### config.mk
export PLATFORM = sky130hd
export DESIGN_NAME = gvp_stream_packer
export DESIGN_NICKNAME = d
export VERILOG_FILES = /design/src/rtl/gvp_stream_pkg.sv /design/src/rtl/gvp_next_src.sv /design/src/rtl/gvp_stream_packer.sv
export SDC_FILE = /design/constraint.sdc
export NUM_CORES = 2
export LEC_CHECK = 0
export ABC_CLOCK_PERIOD_IN_PS = 41700
export CAP_MARGIN = 20
export CORE_MARGIN = 1
export CORE_UTILIZATION = 33
export DETAILED_ROUTE_END_ITERATION = 16
export PLACE_DENSITY = 0.65
export SYNTH_ARGS = -nofsm -noshare
export SYNTH_HDL_FRONTEND = slang
export SYNTH_SLANG_ARGS = --single-unit
### constraint.sdc
create_clock -name a_clk -period 41.7 [get_ports a_clk]
set_clock_uncertainty 0.2 [all_clocks]
set_input_delay 6.255 -clock a_clk [delete_from_list [all_inputs] [get_ports a_clk]]
set_output_delay 6.255 -clock a_clk [all_outputs]
set_load 0.02 [all_outputs]
### src/rtl/gvp_stream_pkg.sv
// Shared types and constants for the GVP stream packer: markers, FSM states,
// and the per-event snapshot record.
package gvp_stream_pkg;

  localparam int unsigned NUM_SRCS = 16;
  localparam int unsigned SRC_W    = 32;
  localparam int unsigned IDX_W    = $clog2(NUM_SRCS);
  localparam int unsigned SCAN_W   = IDX_W + 1;

  localparam logic [15:0] MRK_DATA = 16'h0001;
  localparam logic [15:0] MRK_HDR  = 16'hFFFE;
  localparam logic [15:0] MRK_END  = 16'hFFFF;

  typedef enum logic [1:0] {
    IDLE = 2'd0,
    HDR  = 2'd1,
    DATA = 2'd2
  } state_t;

  typedef struct packed {
    logic [1:0]                typ;
    logic [NUM_SRCS-1:0]       mask;
    logic [31:0]               index;
    logic [47:0]               tim;
    logic [NUM_SRCS*SRC_W-1:0] src;
  } snap_t;

  function automatic logic [15:0] marker(input logic [1:0] typ);
    case (typ)
      2'd1:    return MRK_DATA;
      2'd2:    return MRK_HDR;
      default: return MRK_END;
    endcase
  endfunction

  // Data points carry a 2-word header; section headers and end marks carry 4.
  function automatic logic [1:0] last_hdr(input logic [1:0] typ);
    return (typ == 2'd1) ? 2'd1 : 2'd3;
  endfunction

endpackage

### src/rtl/gvp_next_src.sv
// Combinational scanner: lowest set mask bit at or above i_start.
module gvp_next_src #(
  parameter  int unsigned N  = 16,
  localparam int unsigned IW = $clog2(N),
  localparam int unsigned SW = IW + 1
) (
  input  logic [N-1:0]  i_mask,
  input  logic [SW-1:0] i_start,
  output logic [IW-1:0] o_next_idx_c,
  output logic          o_none_c
);

  // Walk downward so the lowest qualifying bit is the one that sticks.
  always_comb begin
    o_next_idx_c = '0;
    o_none_c     = 1'b1;
    for (int k = N - 1; k >= 0; k--) begin
      if (i_mask[k] && (SW'(k) >= i_start)) begin
        o_next_idx_c = IW'(k);
        o_none_c     = 1'b0;
      end
    end
  end

endmodule

### src/rtl/gvp_stream_packer.sv
// Snapshots GVP store events and serialises each into one AXI-Stream packet,
// with a one-deep pending slot and stall back-pressure toward the GVP core.
module gvp_stream_packer
  import gvp_stream_pkg::*;
(
  input  logic                      a_clk,
  input  logic                      reset,
  input  logic [1:0]                store_data,
  input  logic [31:0]               options,
  input  logic [31:0]               index,
  input  logic [47:0]               gvp_time,
  input  logic [NUM_SRCS*SRC_W-1:0] src_data,
  input  logic                      ovr_clear,
  output logic [SRC_W-1:0]          M_AXIS_tdata,
  output logic                      M_AXIS_tvalid,
  input  logic                      M_AXIS_tready,
  output logic                      M_AXIS_tlast,
  output logic                      stall,
  output logic                      overrun,
  output logic [31:0]               pkt_count
);

  state_t             r_state, w_state_nxt;
  snap_t              r_act, r_pend, w_act_nxt, w_pend_nxt, w_snap;
  logic               r_pend_v, w_pend_v_nxt;
  logic [1:0]         r_hw, w_hw_nxt;
  logic [IDX_W-1:0]   r_pos, w_pos_nxt;
  logic [1:0]         r_store_q;
  logic [31:0]        r_index_q;
  logic               w_ev, w_xfer, w_done, w_drop, w_finish;
  logic [SCAN_W-1:0]  w_scan_start;
  logic [IDX_W-1:0]   w_scan_idx;
  logic               w_scan_none;
  logic [SRC_W-1:0]   w_word;
  logic               w_last;
  logic               w_unused_opt;

  assign w_unused_opt = ^options[31:NUM_SRCS];

  // A held store value is the GVP decimation hold, not a new event.
  assign w_ev   = (store_data != 2'd0) &&
                  ((store_data != r_store_q) || (index != r_index_q));
  assign w_snap = '{typ: store_data, mask: options[NUM_SRCS-1:0], index: index,
                    tim: gvp_time, src: src_data};
  assign w_xfer = M_AXIS_tvalid && M_AXIS_tready;
  assign w_done = w_xfer && M_AXIS_tlast;
  assign w_drop = w_ev && r_pend_v;

  assign w_scan_start = (r_state == DATA) ? ({1'b0, r_pos} + SCAN_W'(1)) : '0;

  gvp_next_src #(.N(NUM_SRCS)) u_next_src (
    .i_mask       (r_act.mask),
    .i_start      (w_scan_start),
    .o_next_idx_c (w_scan_idx),
    .o_none_c     (w_scan_none)
  );

  always_ff @(posedge a_clk or posedge reset) begin
    if (reset) begin
      r_state   <= IDLE;
      r_act     <= '0;
      r_pend    <= '0;
      r_pend_v  <= 1'b0;
      r_hw      <= '0;
      r_pos     <= '0;
      r_store_q <= '0;
      r_index_q <= '0;
    end else begin
      r_state   <= w_state_nxt;
      r_act     <= w_act_nxt;
      r_pend    <= w_pend_nxt;
      r_pend_v  <= w_pend_v_nxt;
      r_hw      <= w_hw_nxt;
      r_pos     <= w_pos_nxt;
      r_store_q <= store_data;
      r_index_q <= index;
    end
  end

  always_comb begin
    w_state_nxt  = r_state;
    w_act_nxt    = r_act;
    w_pend_nxt   = r_pend;
    w_pend_v_nxt = r_pend_v;
    w_hw_nxt     = r_hw;
    w_pos_nxt    = r_pos;
    w_finish     = 1'b0;

    if (w_ev && !r_pend_v && (r_state != IDLE)) begin
      w_pend_nxt   = w_snap;
      w_pend_v_nxt = 1'b1;
    end

    case (r_state)
      IDLE: begin
        if (r_pend_v) begin
          w_act_nxt    = r_pend;
          w_pend_v_nxt = 1'b0;
          w_state_nxt  = HDR;
          w_hw_nxt     = '0;
        end else if (w_ev) begin
          w_act_nxt   = w_snap;
          w_state_nxt = HDR;
          w_hw_nxt    = '0;
        end
      end
      HDR: begin
        if (w_xfer) begin
          if (r_hw == last_hdr(r_act.typ)) begin
            if (r_act.mask == '0) begin
              w_finish = 1'b1;
            end else begin
              w_state_nxt = DATA;
              w_pos_nxt   = w_scan_idx;
            end
          end else begin
            w_hw_nxt = r_hw + 2'd1;
          end
        end
      end
      DATA: begin
        if (w_xfer) begin
          if (w_scan_none) w_finish = 1'b1;
          else             w_pos_nxt = w_scan_idx;
        end
      end
      default: w_state_nxt = IDLE;
    endcase

    // End of packet: chain straight into the next snapshot with no bubble.
    if (w_finish) begin
      w_hw_nxt = '0;
      if (r_pend_v) begin
        w_act_nxt    = r_pend;
        w_pend_v_nxt = 1'b0;
        w_state_nxt  = HDR;
      end else if (w_ev) begin
        w_act_nxt    = w_snap;
        w_pend_v_nxt = 1'b0;
        w_state_nxt  = HDR;
      end else begin
        w_state_nxt = IDLE;
      end
    end
  end

  // Word that will be presented once the next state takes effect.
  always_comb begin
    w_word = '0;
    w_last = 1'b0;
    case (w_state_nxt)
      HDR: begin
        case (w_hw_nxt)
          2'd0:    w_word = {marker(w_act_nxt.typ), 16'(w_act_nxt.mask)};
          2'd1:    w_word = w_act_nxt.index;
          2'd2:    w_word = w_act_nxt.tim[31:0];
          default: w_word = {16'h0000, w_act_nxt.tim[47:32]};
        endcase
        w_last = (w_hw_nxt == last_hdr(w_act_nxt.typ)) && (w_act_nxt.mask == '0);
      end
      DATA: begin
        w_word = w_act_nxt.src[w_pos_nxt*SRC_W +: SRC_W];
        w_last = ((w_act_nxt.mask >> w_pos_nxt) >> 1) == '0;
      end
      default: ;
    endcase
  end

  always_ff @(posedge a_clk or posedge reset) begin
    if (reset) begin
      M_AXIS_tdata  <= '0;
      M_AXIS_tvalid <= 1'b0;
      M_AXIS_tlast  <= 1'b0;
      stall         <= 1'b0;
      overrun       <= 1'b0;
      pkt_count     <= '0;
    end else begin
      M_AXIS_tdata  <= w_word;
      M_AXIS_tvalid <= (w_state_nxt != IDLE);
      M_AXIS_tlast  <= w_last;
      stall         <= (w_state_nxt != IDLE) || w_pend_v_nxt;
      if (w_drop)         overrun <= 1'b1;
      else if (ovr_clear) overrun <= 1'b0;
      if (w_done) pkt_count <= pkt_count + 32'd1;
    end
  end

endmodule

==> impl_metrics.env <==
export IMPL_root_buffer="clkbuf_16"
export IMPL_grt_usage=0.242
export IMPL_crit_arrival_ps=13690
export IMPL_initial_utilization=0.334
export IMPL_ant_nets=0
export IMPL_setup_tns_ps=0
export IMPL_r2r_slack_ps=33960
export IMPL_post_cts_setup_buffers=0
export IMPL_highest_layer="met5"
export IMPL_synth_ff_type="dfrtp_1"
export IMPL_place_congestion=0.876
export IMPL_via_count=48100
export IMPL_startpoint="index[25]"
export IMPL_wl_met3_um=15100
export IMPL_final_cells=8381
export IMPL_path_depth=16
export IMPL_route_detailed_drc=0
export IMPL_grt_pass1_wl_um=329000
export IMPL_viasPerCell=5.73
export IMPL_finalNetCount=6417
export IMPL_critical_path_class="primary input to flip-flop"
export IMPL_slew_violations=0
export IMPL_yosys_warnings=0
export IMPL_setup_viol=0
export IMPL_synth_most_common_cell="dfrtp_1"
export IMPL_path_max_fanout=144
export IMPL_status="finished, final reports clean"
export IMPL_ys_seq_area_frac=0.550
export IMPL_numPortBuffers=681
export IMPL_die_w_um=430
export IMPL_antenna_found_initial=170
export IMPL_dieArea_um2=185000
export IMPL_fin_crit_sh=0.316
export IMPL_setup_ws_ps=28520
export IMPL_crit_path_start_kind="primary input"
export IMPL_syn_area_per_cell_um2=11.5
export IMPL_dpl_cell_count=7989
export IMPL_fmax_mhz=75.9
export IMPL_drtPass1Iterations=9
export IMPL_slew_headroom=0.162
export IMPL_cts_max_level=4
export IMPL_synthTopCellsByCount="1331 x dfrtp_1, 741 x a22oi_1, 627 x mux2_2"
export IMPL_path_delay_family="compound AO/OA/AOI/OAI gates"
export IMPL_path_clk_slew_ps=60
export IMPL_rows=156
export IMPL_crit_slowest_cell="nor4_1"
export IMPL_power_leakage_nw=30.6
export IMPL_yosys_area_top_type="dfrtp_1"
export IMPL_maxCapViolCount=0
export IMPL_cts_tree="done"
export IMPL_hold_buffers=0
export IMPL_min_period_ps=13180
export IMPL_required_ps=42210
export IMPL_power_density_nw_per_um2=83.9
export IMPL_ctsResizeCount=0
export IMPL_timing_rr_start="r_state[0]"
export IMPL_clock_sinks=1331
export IMPL_hp_class="flip-flop to flip-flop"
export IMPL_dp_hpwl_um=157000
export IMPL_wl_met2_um=108000
export IMPL_clk_latency_ps=820
export IMPL_drt_wl_total_um=230000
export IMPL_synth_top_cell_area_share=0.550
export IMPL_area_growth_synth_to_final_pct=23.7
export IMPL_post_drt_wl_per_cell_um=27.5
export IMPL_yosys_top_cells_area="dfrtp_1 55%, mux2_2 12%, a22oi_1 9.2%"
export IMPL_reg2reg_to="M_AXIS_tdata[0]"
export IMPL_ys_ff_latch=1331
export IMPL_clk_path_buf_depth=3
export IMPL_core_um2=182000
export IMPL_hold_viol_final=0
export IMPL_ios=698
export IMPL_async_reset_ff_frac=1.00
export IMPL_place_ws_ps=27670
export IMPL_p_total_w=0.00629
export IMPL_ff2ff_path_depth=17
export IMPL_synth_area_um2=60600
export IMPL_cp_end_kind="flip-flop"
export IMPL_numCtsBuffers=154
export IMPL_synth_edf_count=0
export IMPL_die_h_um=430
export IMPL_wl_met1_um=89200
export IMPL_rsz0062_at_grt="no"
export IMPL_grt_max_degree=188
export IMPL_drtIter0Drc=5130
export IMPL_synth_cells=5279
export IMPL_ir_drop_uv=66.7
export IMPL_overflow=0
export IMPL_crit_path_end="M_AXIS_tdata[13]"
export IMPL_crit_chain="clkdlybuf4s50_1, xnor2_1, nand4_1, nor4_1, a31o_4, a22oi_1, o21ai_4, buf_4, buf_12, buf_4, a22oi_1, nand2_1, o21ai_0, a221oi_1, nand3_1, o221ai_1"
export IMPL_max_stage_delay_ps=940
export IMPL_grt_pass1_vias=47600
export IMPL_synth_nets=5918
export IMPL_worst_slew_pin_slew_ps=1260
export IMPL_drive_above_1_share=0.174
export IMPL_worst_path_buf_inv=4
export IMPL_synth_cell_type_count=84
placed cells by master, fill, tap and decap left out, types with 13 or more instances in the layout:
cell	n
dfrtp_1	1330
a22oi_1	741
clkdlybuf4s50_1	681
mux2_2	627
nand2_1	556
o21ai_0	311
clkbuf_16	158
inv_1	144
mux2i_1	141
diode_2	115
nor2_1	115
nand3_1	113
a222oi_1	111
a21oi_1	102
buf_4	82
xnor2_1	56
clkbuf_1	39
a221oi_1	36
clkbuf_8	32
a31oi_1	25
o211ai_1	25
o22ai_1	22
o221ai_1	22
nor2b_1	21
nand4_1	20
a22o_1	19
a211oi_1	19
o21ai_1	19
clkinv_2	18
and3_1	17
a211o_1	16
a2111oi_2	16
and2_1	15
xor2_1	13
buf_12	13
sequential cells by signal (all words and copies together), names as in the netlist, named ones only:
signal,count
r_act,610
r_pend,610
M_AXIS_tdata,32
pkt_count,32
r_index_q,32
r_pos,3
r_hw,2
r_state,2
r_store_q,2
M_AXIS_tlast,1
M_AXIS_tvalid,1
overrun,1
r_pend_v,1
stall,1
kinds of logic after synthesis:
kind of cell | share of synthesized area
adder cells (fa/ha/maj) | 0.00186
flip-flops | 0.550
XOR/XNOR | 0.0102
multiplexers | 0.140
AND/OR/NAND/NOR | 0.0646
buffers and inverters | 0.0422
AO/OA/AOI/OAI | 0.191
power by group:
part | switching [W] | internal (W) | leakage (nW)
clock network | 0.000568 | 0.000805 | 2.51
registers | 0.000299 | 0.00194 | 15.8
logic | 0.00162 | 0.00106 | 12.3
total | 0.00248 | 0.00381 | 30.6
layer usage:
metal / up-vias / track usage
li1: 20800 / -
met1: 24700 / 0.292
met2: 1909 / 0.372
met3: 572 / 0.0542
met4: 56 / 0.190
met5: - / 0
per-stage QoR:
stage / instance area [µm²] / hold slack [ps] / utilization
2_1_floorplan: 60600 / 233 / -
3_3_place_gp: 69400 / 243 / 0.382
3_5_place_dp: 69400 / 250 / 0.382
4_1_cts: 74500 / 262 / 0.411
5_1_grt: 74900 / 274 / 0.412
6_report: 74900 / 260 / 0.413
area by class of cell:
cell class	count	area, µm²
fillers	17100	107000
repair buffers	779	7770
clock inverters	45	592
diodes	115	288
clock buffers	229	4540
multi-input cells	3364	24900
inverters	148	567
flip-flops and latches	1331	33300
well taps	2370	2970
worst min path at each step:
stage	cells past startpoint	endpoint	startpoint	slack, ps
floorplan	2	r_act[122]	r_act[122]	230
global placement	2	r_act[431]	r_act[431]	240
detailed placement	2	r_act[482]	r_act[482]	250
CTS	2	r_act[173]	r_act[173]	260
global route	2	r_act[362]	r_act[362]	270
finish	2	r_act[300]	r_act[300]	260
worst min-delay path, delay by kind of cell (launching register included):
family | cells | cell delay (ps)
simple gates | 2 | 110
flops | 1 | 320
Note: power is estimated with default switching activity, not from simulation.
